===== config.mk =====
export PLATFORM = sky130hd
export DESIGN_NAME = pit_axi_regs
export DESIGN_NICKNAME = d
export VERILOG_FILES = /design/src/rtl/pit_axi_regs.sv
export SDC_FILE = /design/constraint.sdc
export NUM_CORES = 1
export LEC_CHECK = 0
export BUFFER_PORTS_ARGS = -buffer_cell sky130_fd_sc_hd__buf_4
export CAP_MARGIN = 30
export CORE_ASPECT_RATIO = 2
export CORE_MARGIN = 2
export CORE_UTILIZATION = 44
export DETAILED_ROUTE_END_ITERATION = 10
export PLACE_DENSITY = 0.77
export SLEW_MARGIN = 0
export SYNTH_ARGS = -nofsm -noshare
export SYNTH_HDL_FRONTEND = slang
export SYNTH_SLANG_ARGS = --single-unit
export TNS_END_PERCENT = 5

===== constraint.sdc =====
create_clock -name aclk -period 1.8 [get_ports aclk]
set_input_delay 0.27 -clock aclk [delete_from_list [all_inputs] [get_ports aclk]]
set_output_delay 0.27 -clock aclk [all_outputs]
set_load 0.05 [all_outputs]

===== src/rtl/pit_axi_regs.sv =====
// AXI4-Lite register block for a programmable interval timer: CTRL, PERIOD, STATUS, COUNT.
// Define PIT_REGS_COUNT_RD_EN to make reads of COUNT (0xC) return the live count input.
module pit_axi_regs #(
   parameter int C_S_AXI_DATA_WIDTH = 32,
   parameter int C_S_AXI_ADDR_WIDTH = 4
) (
   input  logic                            aclk,
   input  logic                            areset,
   input  logic [C_S_AXI_ADDR_WIDTH-1:0]   s_axi_awaddr,
   input  logic [2:0]                      s_axi_awprot,
   input  logic                            s_axi_awvalid,
   output logic                            s_axi_awready,
   input  logic [C_S_AXI_DATA_WIDTH-1:0]   s_axi_wdata,
   input  logic [C_S_AXI_DATA_WIDTH/8-1:0] s_axi_wstrb,
   input  logic                            s_axi_wvalid,
   output logic                            s_axi_wready,
   output logic [1:0]                      s_axi_bresp,
   output logic                            s_axi_bvalid,
   input  logic                            s_axi_bready,
   input  logic [C_S_AXI_ADDR_WIDTH-1:0]   s_axi_araddr,
   input  logic [2:0]                      s_axi_arprot,
   input  logic                            s_axi_arvalid,
   output logic                            s_axi_arready,
   output logic [C_S_AXI_DATA_WIDTH-1:0]   s_axi_rdata,
   output logic [1:0]                      s_axi_rresp,
   output logic                            s_axi_rvalid,
   input  logic                            s_axi_rready,
   output logic                            run,
   output logic                            reload,
   output logic [31:0]                     period,
   output logic                            period_load,
   input  logic                            tick,
   input  logic [31:0]                     count,
   output logic                            irq
);

   localparam logic [1:0] A_CTRL   = 2'd0;
   localparam logic [1:0] A_PERIOD = 2'd1;
   localparam logic [1:0] A_STATUS = 2'd2;
   localparam logic [1:0] A_COUNT  = 2'd3;

   typedef enum logic [1:0] {WIDLE, WACK, WRESP} wstate_t;
   typedef enum logic [1:0] {RIDLE, RACK, RDATA} rstate_t;

   wstate_t     wstate;
   rstate_t     rstate;
   logic        irq_en;
   logic        pending;
   logic        pending_nxt;
   logic        irq_en_nxt;
   logic        wr_commit;
   logic [1:0]  wr_off;
   logic [1:0]  rd_off_q;
   logic [31:0] rd_val;
   logic        unused_ok;

   function automatic logic [31:0] apply_strb(input logic [31:0] old_v,
                                              input logic [31:0] new_v,
                                              input logic [3:0]  strb);
      logic [31:0] res;
      res = old_v;
      for (int b = 0; b < 4; b++)
         if (strb[b]) res[8*b +: 8] = new_v[8*b +: 8];
      return res;
   endfunction

   // The master holds address and data through the WACK cycle, so commit straight from the bus.
   assign wr_commit = (wstate == WACK);
   assign wr_off    = s_axi_awaddr[3:2];

   always_ff @(posedge aclk) begin
      if (areset) begin
         wstate        <= WIDLE;
         s_axi_awready <= 1'b0;
         s_axi_wready  <= 1'b0;
         s_axi_bvalid  <= 1'b0;
         s_axi_bresp   <= 2'b00;
      end else begin
         case (wstate)
            WIDLE: if (s_axi_awvalid && s_axi_wvalid) begin
               wstate        <= WACK;
               s_axi_awready <= 1'b1;
               s_axi_wready  <= 1'b1;
            end
            WACK: begin
               wstate        <= WRESP;
               s_axi_awready <= 1'b0;
               s_axi_wready  <= 1'b0;
               s_axi_bvalid  <= 1'b1;
               s_axi_bresp   <= 2'b00;
            end
            WRESP: if (s_axi_bready) begin
               wstate       <= WIDLE;
               s_axi_bvalid <= 1'b0;
            end
            default: begin
               wstate        <= WIDLE;
               s_axi_awready <= 1'b0;
               s_axi_wready  <= 1'b0;
               s_axi_bvalid  <= 1'b0;
            end
         endcase
      end
   end

   always_comb begin
      rd_val = '0;
      case (rd_off_q)
         A_CTRL:   rd_val = {30'd0, run, irq_en};
         A_PERIOD: rd_val = period;
         A_STATUS: rd_val = {31'd0, pending};
`ifdef PIT_REGS_COUNT_RD_EN
         A_COUNT:  rd_val = count;
`else
         A_COUNT:  rd_val = '0;
`endif
      endcase
   end

   always_ff @(posedge aclk) begin
      if (areset) begin
         rstate        <= RIDLE;
         s_axi_arready <= 1'b0;
         s_axi_rvalid  <= 1'b0;
         s_axi_rresp   <= 2'b00;
         s_axi_rdata   <= '0;
      end else begin
         case (rstate)
            RIDLE: if (s_axi_arvalid) begin
               rstate        <= RACK;
               s_axi_arready <= 1'b1;
               rd_off_q      <= s_axi_araddr[3:2];
            end
            RACK: begin
               rstate        <= RDATA;
               s_axi_arready <= 1'b0;
               s_axi_rvalid  <= 1'b1;
               s_axi_rresp   <= 2'b00;
               s_axi_rdata   <= rd_val;
            end
            RDATA: if (s_axi_rready) begin
               rstate       <= RIDLE;
               s_axi_rvalid <= 1'b0;
            end
            default: begin
               rstate        <= RIDLE;
               s_axi_arready <= 1'b0;
               s_axi_rvalid  <= 1'b0;
            end
         endcase
      end
   end

   // Tick is applied after the clear so a coincident expiry keeps the interrupt pending.
   always_comb begin
      pending_nxt = pending;
      irq_en_nxt  = irq_en;
      if (wr_commit && wr_off == A_STATUS && s_axi_wdata[0]) pending_nxt = 1'b0;
      if (wr_commit && wr_off == A_CTRL && s_axi_wstrb[0])   irq_en_nxt  = s_axi_wdata[0];
      if (tick) pending_nxt = 1'b1;
   end

   always_ff @(posedge aclk) begin
      if (areset) begin
         run         <= 1'b0;
         irq_en      <= 1'b0;
         pending     <= 1'b0;
         irq         <= 1'b0;
         reload      <= 1'b0;
         period_load <= 1'b0;
         period      <= '0;
      end else begin
         pending     <= pending_nxt;
         irq_en      <= irq_en_nxt;
         irq         <= pending_nxt & irq_en_nxt;
         reload      <= 1'b0;
         period_load <= 1'b0;
         if (wr_commit) begin
            case (wr_off)
               A_CTRL: if (s_axi_wstrb[0]) begin
                  run    <= s_axi_wdata[1];
                  reload <= s_axi_wdata[3];
               end
               A_PERIOD: begin
                  period      <= apply_strb(period, s_axi_wdata, s_axi_wstrb);
                  period_load <= 1'b1;
               end
               default: ;
            endcase
         end
      end
   end

`ifdef PIT_REGS_COUNT_RD_EN
   assign unused_ok = ^{s_axi_awprot, s_axi_arprot, s_axi_awaddr[1:0], s_axi_araddr[1:0]};
`else
   assign unused_ok = ^{s_axi_awprot, s_axi_arprot, s_axi_awaddr[1:0], s_axi_araddr[1:0], count};
`endif

endmodule


==> qor.txt, run 1 <==
Area added between synthesis and finish - 39.87%
I/O pins - 167
Worst r2r dst - irq
Post-route ant nets - 0
Register area share after synthesis - 54.45%
Design Power - 0.003746 W
Detailed-route wire length per cell - 15.23 µm
Run status - completed
Final min period - 1.540 ns
VDD IR max - 651.8 µV
Num CTS Buffers - 9
Number of cells upsized or downsized after cts - 0
Cells taking the most area after synthesis - dfxtp_1, a22oi_1, a21oi_1
Setup TNS Final - 0 ns
Vias per cell - 5.450
Post-route clock period utilization - 85.54%
Power Density - 899.3 nW/µm²
Largest net degree at the start of global routing - 31
Critical path class - register to register
Setup violations, final - 0
Gpl congestion - 0.7637
Commonest non-fill, non-tap cell in the layout - buf_4
Share of the synthesized area in the top cell type - 52.44%
Number of antenna diodes - 0
GRT Total Usage - 21.49%
YS warnings - 0
Hold Crit Class - primary input to register
Most frequent cells in the layout - buf_4, dfxtp_1, a21oi_1
Clk_skew - 0.002744 ns
Clock tree from TritonCTS - yes
CTS clk-pin slew, worst paths - 0.05 ns
Chip Width - 62.17 µm
Clk buf depth - 2
CTS Sinks - 80
Syn avg cell area - 9.135 µm²
CP startpoint - wstate[0]
Syn Inst Count - 326
Layout cells sized above 1 - 33.41%
Post-synth EDFFs - 2
Latest clock arrival within the worst-skew pair - 0.32 ns
Hold wc startpoint - s_axi_araddr[2]
Fillers - 583
Max-cap viol count - 0
Number of DRC markers in iteration 0 - 255
Fin cells - 525
Port Buffers - 120
Worst setup EP type - register
Post-synth cell types - 37
Vias post-DR - 2,861
Starting Density - 45.33%
Hpwl dp - 5895 µm
Hold path depth - 1
Synthesized area - 2978 µm²
Critical path data arrival time - 1.77 ns
Max Slew Vio Count - 0
First-pass GRT wire length - 12,720 µm
Antenna violations before repair - 0
Yosys reg bits - 80
Row Count - 42
Placed Instances - 512
Worst r2r src - wstate[0]
First-pass iteration count of the detailed router - 4
Number of H-tree levels - 3
Type of origin of the critical path - register
Full die area - 7482 µm²
Die H - 120.3 µm
Critical path fanouts, max - 9
Routed wire length - 7998 µm
Fin nets - 525
Reg2reg setup slack - 0.26 ns
Post-CTS Setup Bufs - 0
Final hold violation count - 0
Root buf cell - clkbuf_16
Overflow after GRT - 0
DRC Markers - 0
Synth Flop Type - dfxtp_1
Hold endpoint - rd_off_q[0]
Async set-reset flop share out of synthesis - 0%
Register Area - 1622 µm²
Area leader, netlist - dfxtp_1
Max Fclk - 649.5 MHz
RSZ-0062 raised after global routing - false
Area occupied by multi-input gates - 1174 µm²
Slew @ Worst Pin - 0.5407 ns
Core Region - 6569 µm²
Leak - 1.728 nW
R2r worst-path depth - 3
Worst path required time - 2.03 ns
Final Cell Area - 4165 µm²
Vias in the first global route - 2,675
Max-slew headroom - 63.88%
Hold_buf cts - 0
Dpl cell area - 3904 µm²
==> report_power, final <==
part / switching (W) / internal, W
sequential: 0.0000201 / 0.00180
combinational: 0.000195 / 0.000121
clock: 0.000626 / 0.000982
==> cells by family (layout without fill, tap and decap cells) <==
family / Yosys count / after routing / synth area share, %
compound gates: 112 / 112 / 22.44
buf+inv: 42 / 150 / 6.513
flops: 80 / 80 / 54.45
mux: 2 / 2 / 0.6723
other cells: 1 / 4 / 0.1259
simple gates: 89 / 89 / 15.80
==> worst max-delay path, stage by stage (launching register included) <==
cell,delay (ns)
dfxtp_1,0.51
nand2b_4,0.12
or4b_4,0.54
a221oi_2,0.27
==> flip-flops by register name, indices dropped and copies added, names as in the netlist <==
register	cells
run	1
period	32
reload	1
irq	1
pending	1
period_load	1
s_axi_bvalid	1
rstate	2
s_axi_arready	1
s_axi_wready	1
s_axi_rdata	32
s_axi_rvalid	1
irq_en	1
rd_off_q	2
wstate	2
==> through the flow <==
| step | util [%] | setup slack [ns] | hold slack [ns] |
|---|---|---|---|
| final | 63.41 | 0.2604 | 0.1264 |
| after global routing | 63.41 | 0.2046 | 0.1175 |
| after floorplan | - | 0.4716 | 0.3468 |
| after global placement | 59.43 | 0.3319 | 0.4433 |
| after CTS | 63.41 | 0.2623 | 0.1203 |
| after detailed placement | 59.43 | 0.2745 | 0.4522 |
==> cells in the mapped netlist (2+ instances only) <==
master / count
buf_1: 3
a21oi_1: 40
nand3_1: 32
or3_1: 2
nand2b_1: 2
buf_4: 7
buf_2: 8
nor2_1: 31
edfxtp_1: 2
nor3_1: 4
clkbuf_1: 16
inv_1: 8
nand2_1: 4
dfxtp_1: 78
o21ai_1: 2
nor4b_1: 2
a22oi_1: 30
o21ai_0: 32
nand3b_1: 2
mux2i_1: 2
o31ai_1: 3
==> metal layers <==
layer  wire [µm]  GRT usage (%)  share of wire, %
met1        2983          22.70                37
met2        4341          39.27                54
met3         455          4.465               5.7
met4         218          11.81               2.7
met5           0              0                 0
==> how the worst max path moves through the flow <==
stage          endpoint  slack (ns)
5_1_grt             irq        0.20
4_1_cts             irq        0.26
2_1_floorplan       irq        0.47
3_5_place_dp        irq        0.27
3_3_place_gp        irq        0.33
6_report            irq        0.26
==> layout make-up <==
| class | instances | area share [%] |
|---|---|---|
| clock buffer | 12 | 6.158 |
| clock inverter | 1 | 0.1202 |
| inverter | 8 | 0.7209 |
| multi-input combinational | 207 | 28.18 |
| sequential | 80 | 38.93 |
| tap | 88 | 2.643 |
| timing repair buffer | 129 | 23.25 |
Power figures use the tool's default switching activity.
==> run 2: changes to the inputs <==
- RECOVER_POWER: unset -> 100
==> qor.txt, run 2 (same netlist as run 1, synthesis figures left out) <==
VDD IR max - 610.5 µV (-6.3%)
Vias post-DR - 2,814 (-1.6%)
Hpwl dp - 5895 µm (unchanged)
CTS clk-pin slew, worst paths - 0.05 ns (about the same)
Regs by FF count - period: 32 flops, s_axi_rdata: 32 flops
Largest net degree at the start of global routing - 31 (unchanged)
Latest clock arrival within the worst-skew pair - 0.33 ns (about the same)
Power Density - 960.7 nW/µm² (+6.8%)
Internal power - 0.002889 W (-0.54%)
Number of H-tree levels - 3 (unchanged)
Max-slew headroom - 55.86% (-8.0 points)
Sequential Power Share - 48.9% (+0.3 points)
Commonest non-fill, non-tap cell in the layout - dfxtp_1
Post-route ant nets - 0 (unchanged)
Starting Density - 45.33% (unchanged)
Overflow after GRT - 0 (unchanged)
First-pass iteration count of the detailed router - 4 (unchanged)
RSZ-0062 raised after global routing - false
Post-route clock period utilization - 90.54% (+5.0 points)
Leak - 1.411 nW (-18%)
Worst path required time - 2.03 ns (about the same)
Critical path data arrival time - 1.86 ns (+0.09 ns)
I/O pins - 167 (unchanged)
CTS Sinks - 80 (unchanged)
Layout cells sized above 1 - 16.25% (-17 points)
Root buf cell - clkbuf_16
Dpl cell area - 3904 µm² (unchanged)
Number of antenna diodes - 0 (unchanged)
Gpl congestion - 0.7637 (unchanged)
Clock Power Share - 43.1% (+0.2 points)
Final hold violation count - 0 (unchanged)
Setup TNS Final - 0 ns (unchanged)
Critical path class - register to register
Switch share - 22.44% (about the same)
Critical path fanouts, max - 9 (unchanged)
Port Buffers - 120 (unchanged)
Logic pwr share - 8.1% (-0.3 points)
Vias in the first global route - 2,675 (unchanged)
Final Cell Area - 3877 µm² (-6.9%)
Clk buf depth - 2 (unchanged)
Antenna violations before repair - 0 (unchanged)
NetSw - 0.0008361 W (-0.57%)
Die H - 120.3 µm (unchanged)
Vias per cell - 5.360 (-1.6%)
First-pass GRT wire length - 12,720 µm (unchanged)
Worst setup EP type - register
Clk_skew - 0.003624 ns (+0.0008800 ns)
Number of cells upsized or downsized after cts - 0 (unchanged)
WHS - 0.1504 ns (+0.02406 ns)
Chip Width - 62.17 µm (unchanged)
Core Region - 6569 µm² (unchanged)
Most frequent cells in the layout - dfxtp_1, clkbuf_1, buf_4
Hold Crit Class - primary input to register
Max Slew Vio Count - 0 (unchanged)
Hold_buf cts - 0 (unchanged)
Type of origin of the critical path - register
DRC Markers - 0 (unchanged)
Routed wire length - 8089 µm (+1.1%)
Max Fclk - 613.6 MHz (-5.5%)
Clock tree from TritonCTS - yes
Setup violations, final - 0 (unchanged)
GRT Total Usage - 21.49% (unchanged)
Number of DRC markers in iteration 0 - 266 (+4.3%)
Post-CTS Setup Bufs - 0 (unchanged)
Area added between synthesis and finish - 30.21%
Detailed-route wire length per cell - 15.41 µm (+1.1%)
Num CTS Buffers - 9 (unchanged)
Row Count - 42 (unchanged)
Max-cap viol count - 0 (unchanged)
Run status - completed
Slew @ Worst Pin - 0.6649 ns (+0.1242 ns)
Fin util - 59.03% (-4.4 points)
Fin cells - 525 (unchanged)
Final min period - 1.630 ns (+0.09008 ns)
Placed Instances - 512 (unchanged)
Full die area - 7482 µm² (unchanged)
Fin nets - 525 (unchanged)
==> run 2: worst paths after layout <==
kind / start / end / slack [ns] / cells after the start
min: s_axi_awaddr[3] / period_load / 0.15 / 2
max reg2reg: wstate[0] / irq / 0.17 / 3
min reg2reg: s_axi_rdata[1] / s_axi_rdata[1] / 0.45 / 2
max: wstate[0] / irq / 0.17 / 3
==> run 2: final cells by class <==
class / count / area (µm²)
Inverter: 8 / 30.03
Multi-Input combinational cell: 207 / 1166
Sequential cell: 80 / 1622
Clock buffer: 12 / 256.5
Fill cell: 674 / 2691
Timing Repair Buffer: 129 / 688.2
Clock inverter: 1 / 5.005
Tap cell: 88 / 110.1
==> run 2: metrics by stage <==
stage	setup WS [ns]	power, W
5_1_grt	0.1034	0.003870
2_1_floorplan	0.4716	0.002044
3_5_place_dp	0.2745	0.002176
3_3_place_gp	0.3319	0.002171
6_report	0.1703	0.003725
4_1_cts	0.2623	0.003771
==> run 2: power by group through the flow <==
| stage | logic [W] | clock network (W) | registers [W] |
|---|---|---|---|
| after global placement | 0.000312 | 0 | 0.00186 |
| after floorplan | 0.000144 | 0 | 0.00190 |
| final | 0.000300 | 0.00160 | 0.00182 |
| after global routing | 0.000322 | 0.00172 | 0.00182 |
| after CTS | 0.000317 | 0.00163 | 0.00182 |
| after detailed placement | 0.000316 | 0 | 0.00186 |
==> run 2: metal layers <==
layer / routed length, µm / GRT usage, % / share of wire [%] / vias up
li1: - / - / - / 1372
met1: 3117 / 22.70 / 39 / 1322
met2: 4331 / 39.27 / 54 / 101
met3: 408 / 4.465 / 5.0 / 19
met4: 231 / 11.81 / 2.9 / 0
met5: 0 / 0 / 0 / -
==> run 2: critical path: stages, from the launching register on <==
cell      delay (ns)
dfxtp_1         0.47
nand2b_1        0.23
or4b_4          0.57
a221oi_2        0.27
==> run 3: changes to the inputs <==
- RECOVER_POWER: 100 -> 50
==> qor.txt, run 3 (same netlist as run 1, synthesis figures left out) <==
Number of H-tree levels - 3 (unchanged)
Critical path class - register to register
Max Fclk - 616.9 MHz (+0.54%)
Number of antenna diodes - 0 (unchanged)
Hold_buf cts - 0 (unchanged)
Routed wire length - 8086 µm (about the same)
Slew @ Worst Pin - 0.6530 ns (-0.01191 ns)
Largest net degree at the start of global routing - 31 (unchanged)
WHS - 0.1501 ns (-0.0003000 ns)
Number of DRC markers in iteration 0 - 256 (-3.8%)
Hpwl dp - 5895 µm (unchanged)
Type of origin of the critical path - register
Number of cells upsized or downsized after cts - 0 (unchanged)
I/O pins - 167 (unchanged)
Clock tree from TritonCTS - yes
Full die area - 7482 µm² (unchanged)
Latest clock arrival within the worst-skew pair - 0.33 ns (about the same)
Gpl congestion - 0.7637 (unchanged)
Regs by FF count - period: 32 flops, s_axi_rdata: 32 flops
Worst path required time - 2.03 ns (about the same)
Row Count - 42 (unchanged)
Final min period - 1.621 ns (-0.008711 ns)
Most frequent cells in the layout - dfxtp_1, clkbuf_1, buf_4
CTS clk-pin slew, worst paths - 0.05 ns (about the same)
GRT Total Usage - 21.49% (unchanged)
Power Density - 954.4 nW/µm² (-0.65%)
Critical path data arrival time - 1.86 ns (about the same)
Chip Width - 62.17 µm (unchanged)
Run status - completed
Post-CTS Setup Bufs - 0 (unchanged)
Antenna violations before repair - 0 (unchanged)
Overflow after GRT - 0 (unchanged)
Clk_skew - 0.003303 ns (-0.0003207 ns)
Max Slew Vio Count - 0 (unchanged)
Setup TNS Final - 0 ns (unchanged)
Post-route clock period utilization - 90.06% (-0.48 points)
Hold Crit Class - primary input to register
Leak - 1.444 nW (+2.4%)
First-pass GRT wire length - 12,720 µm (unchanged)
Final hold violation count - 0 (unchanged)
Max-cap viol count - 0 (unchanged)
Num CTS Buffers - 9 (unchanged)
Fin nets - 525 (unchanged)
Starting Density - 45.33% (unchanged)
Root buf cell - clkbuf_16
Max-slew headroom - 56.65% (+0.79 points)
CTS Sinks - 80 (unchanged)
Area added between synthesis and finish - 31.30%
Post-route ant nets - 0 (unchanged)
Die H - 120.3 µm (unchanged)
Vias in the first global route - 2,675 (unchanged)
Vias per cell - 5.337 (-0.43%)
Layout cells sized above 1 - 18.08% (+1.8 points)
Critical path fanouts, max - 9 (unchanged)
Fin util - 59.52% (+0.50 points)
Clk buf depth - 2 (unchanged)
Vias post-DR - 2,802 (-0.43%)
Worst setup margin - 0.1790 ns (+0.008711 ns)
Setup WS pre-CTS - 0.2745 ns (unchanged)
VDD IR max - 642.1 µV (+5.2%)
Worst setup EP type - register
RSZ-0062 raised after global routing - false
Setup violations, final - 0 (unchanged)
Core Region - 6569 µm² (unchanged)
Commonest non-fill, non-tap cell in the layout - dfxtp_1
Detailed-route wire length per cell - 15.40 µm (about the same)
First-pass iteration count of the detailed router - 4 (unchanged)
DRC Markers - 0 (unchanged)
Port Buffers - 120 (unchanged)
run 3: changes by cell type in the layout (fill, tap and decap cells not counted), sizes merged:
cell,delta
clkbuf,-9
buf,+9
run 3: path summary, 6_finish.rpt:
check	from	end	slack, ns	depth (start not counted)
setup / recovery	wstate[0]	irq	0.18	3
hold / removal	s_axi_awaddr[3]	period_load	0.15	2
setup reg to reg	wstate[0]	irq	0.18	3
hold reg to reg	s_axi_rdata[1]	s_axi_rdata[1]	0.45	2
run 3: layout make-up:
class | count | area [µm²]
clock inverters | 1 | 5.005
clock buffers | 12 | 256.5
fillers | 663 | 2659
flip-flops and latches | 80 | 1622
inverters | 8 | 30.03
repair buffers | 129 | 720.7
multi-input cells | 207 | 1166
well taps | 88 | 110.1
run 3: layer usage:
layer / vias up / track usage [%] / routed length (µm)
met1: 1304 / 22.70 / 3078
li1: 1372 / - / -
met5: - / 0 / 0
met4: 0 / 11.81 / 231
met2: 107 / 39.27 / 4340
met3: 19 / 4.465 / 436
run 3: metrics by stage:
stage / cell area [µm²] / cells / total power (W)
5_1_grt: 3910 / 525 / 0.003875
4_1_cts: 4165 / 525 / 0.003771
6_report: 3910 / 525 / 0.003732
3_5_place_dp: 3904 / 512 / 0.002176
3_3_place_gp: 3904 / 512 / 0.002171
2_1_floorplan: 2989 / 329 / 0.002044
run 3: critical path: stages (launching register included):
cell      delay [ns]
dfxtp_1         0.47
nand2b_1        0.22
or4b_4          0.57
a221oi_2        0.27
run 3: power by group:
part	internal [W]	switching (W)	total, W	leakage (nW)
clock network	0.000982	0.000624	0.00161	0.130
logic	0.000110	0.000195	0.000305	0.665
registers	0.00180	0.0000193	0.00182	0.649
total	0.00289	0.000838	0.00373	1.44
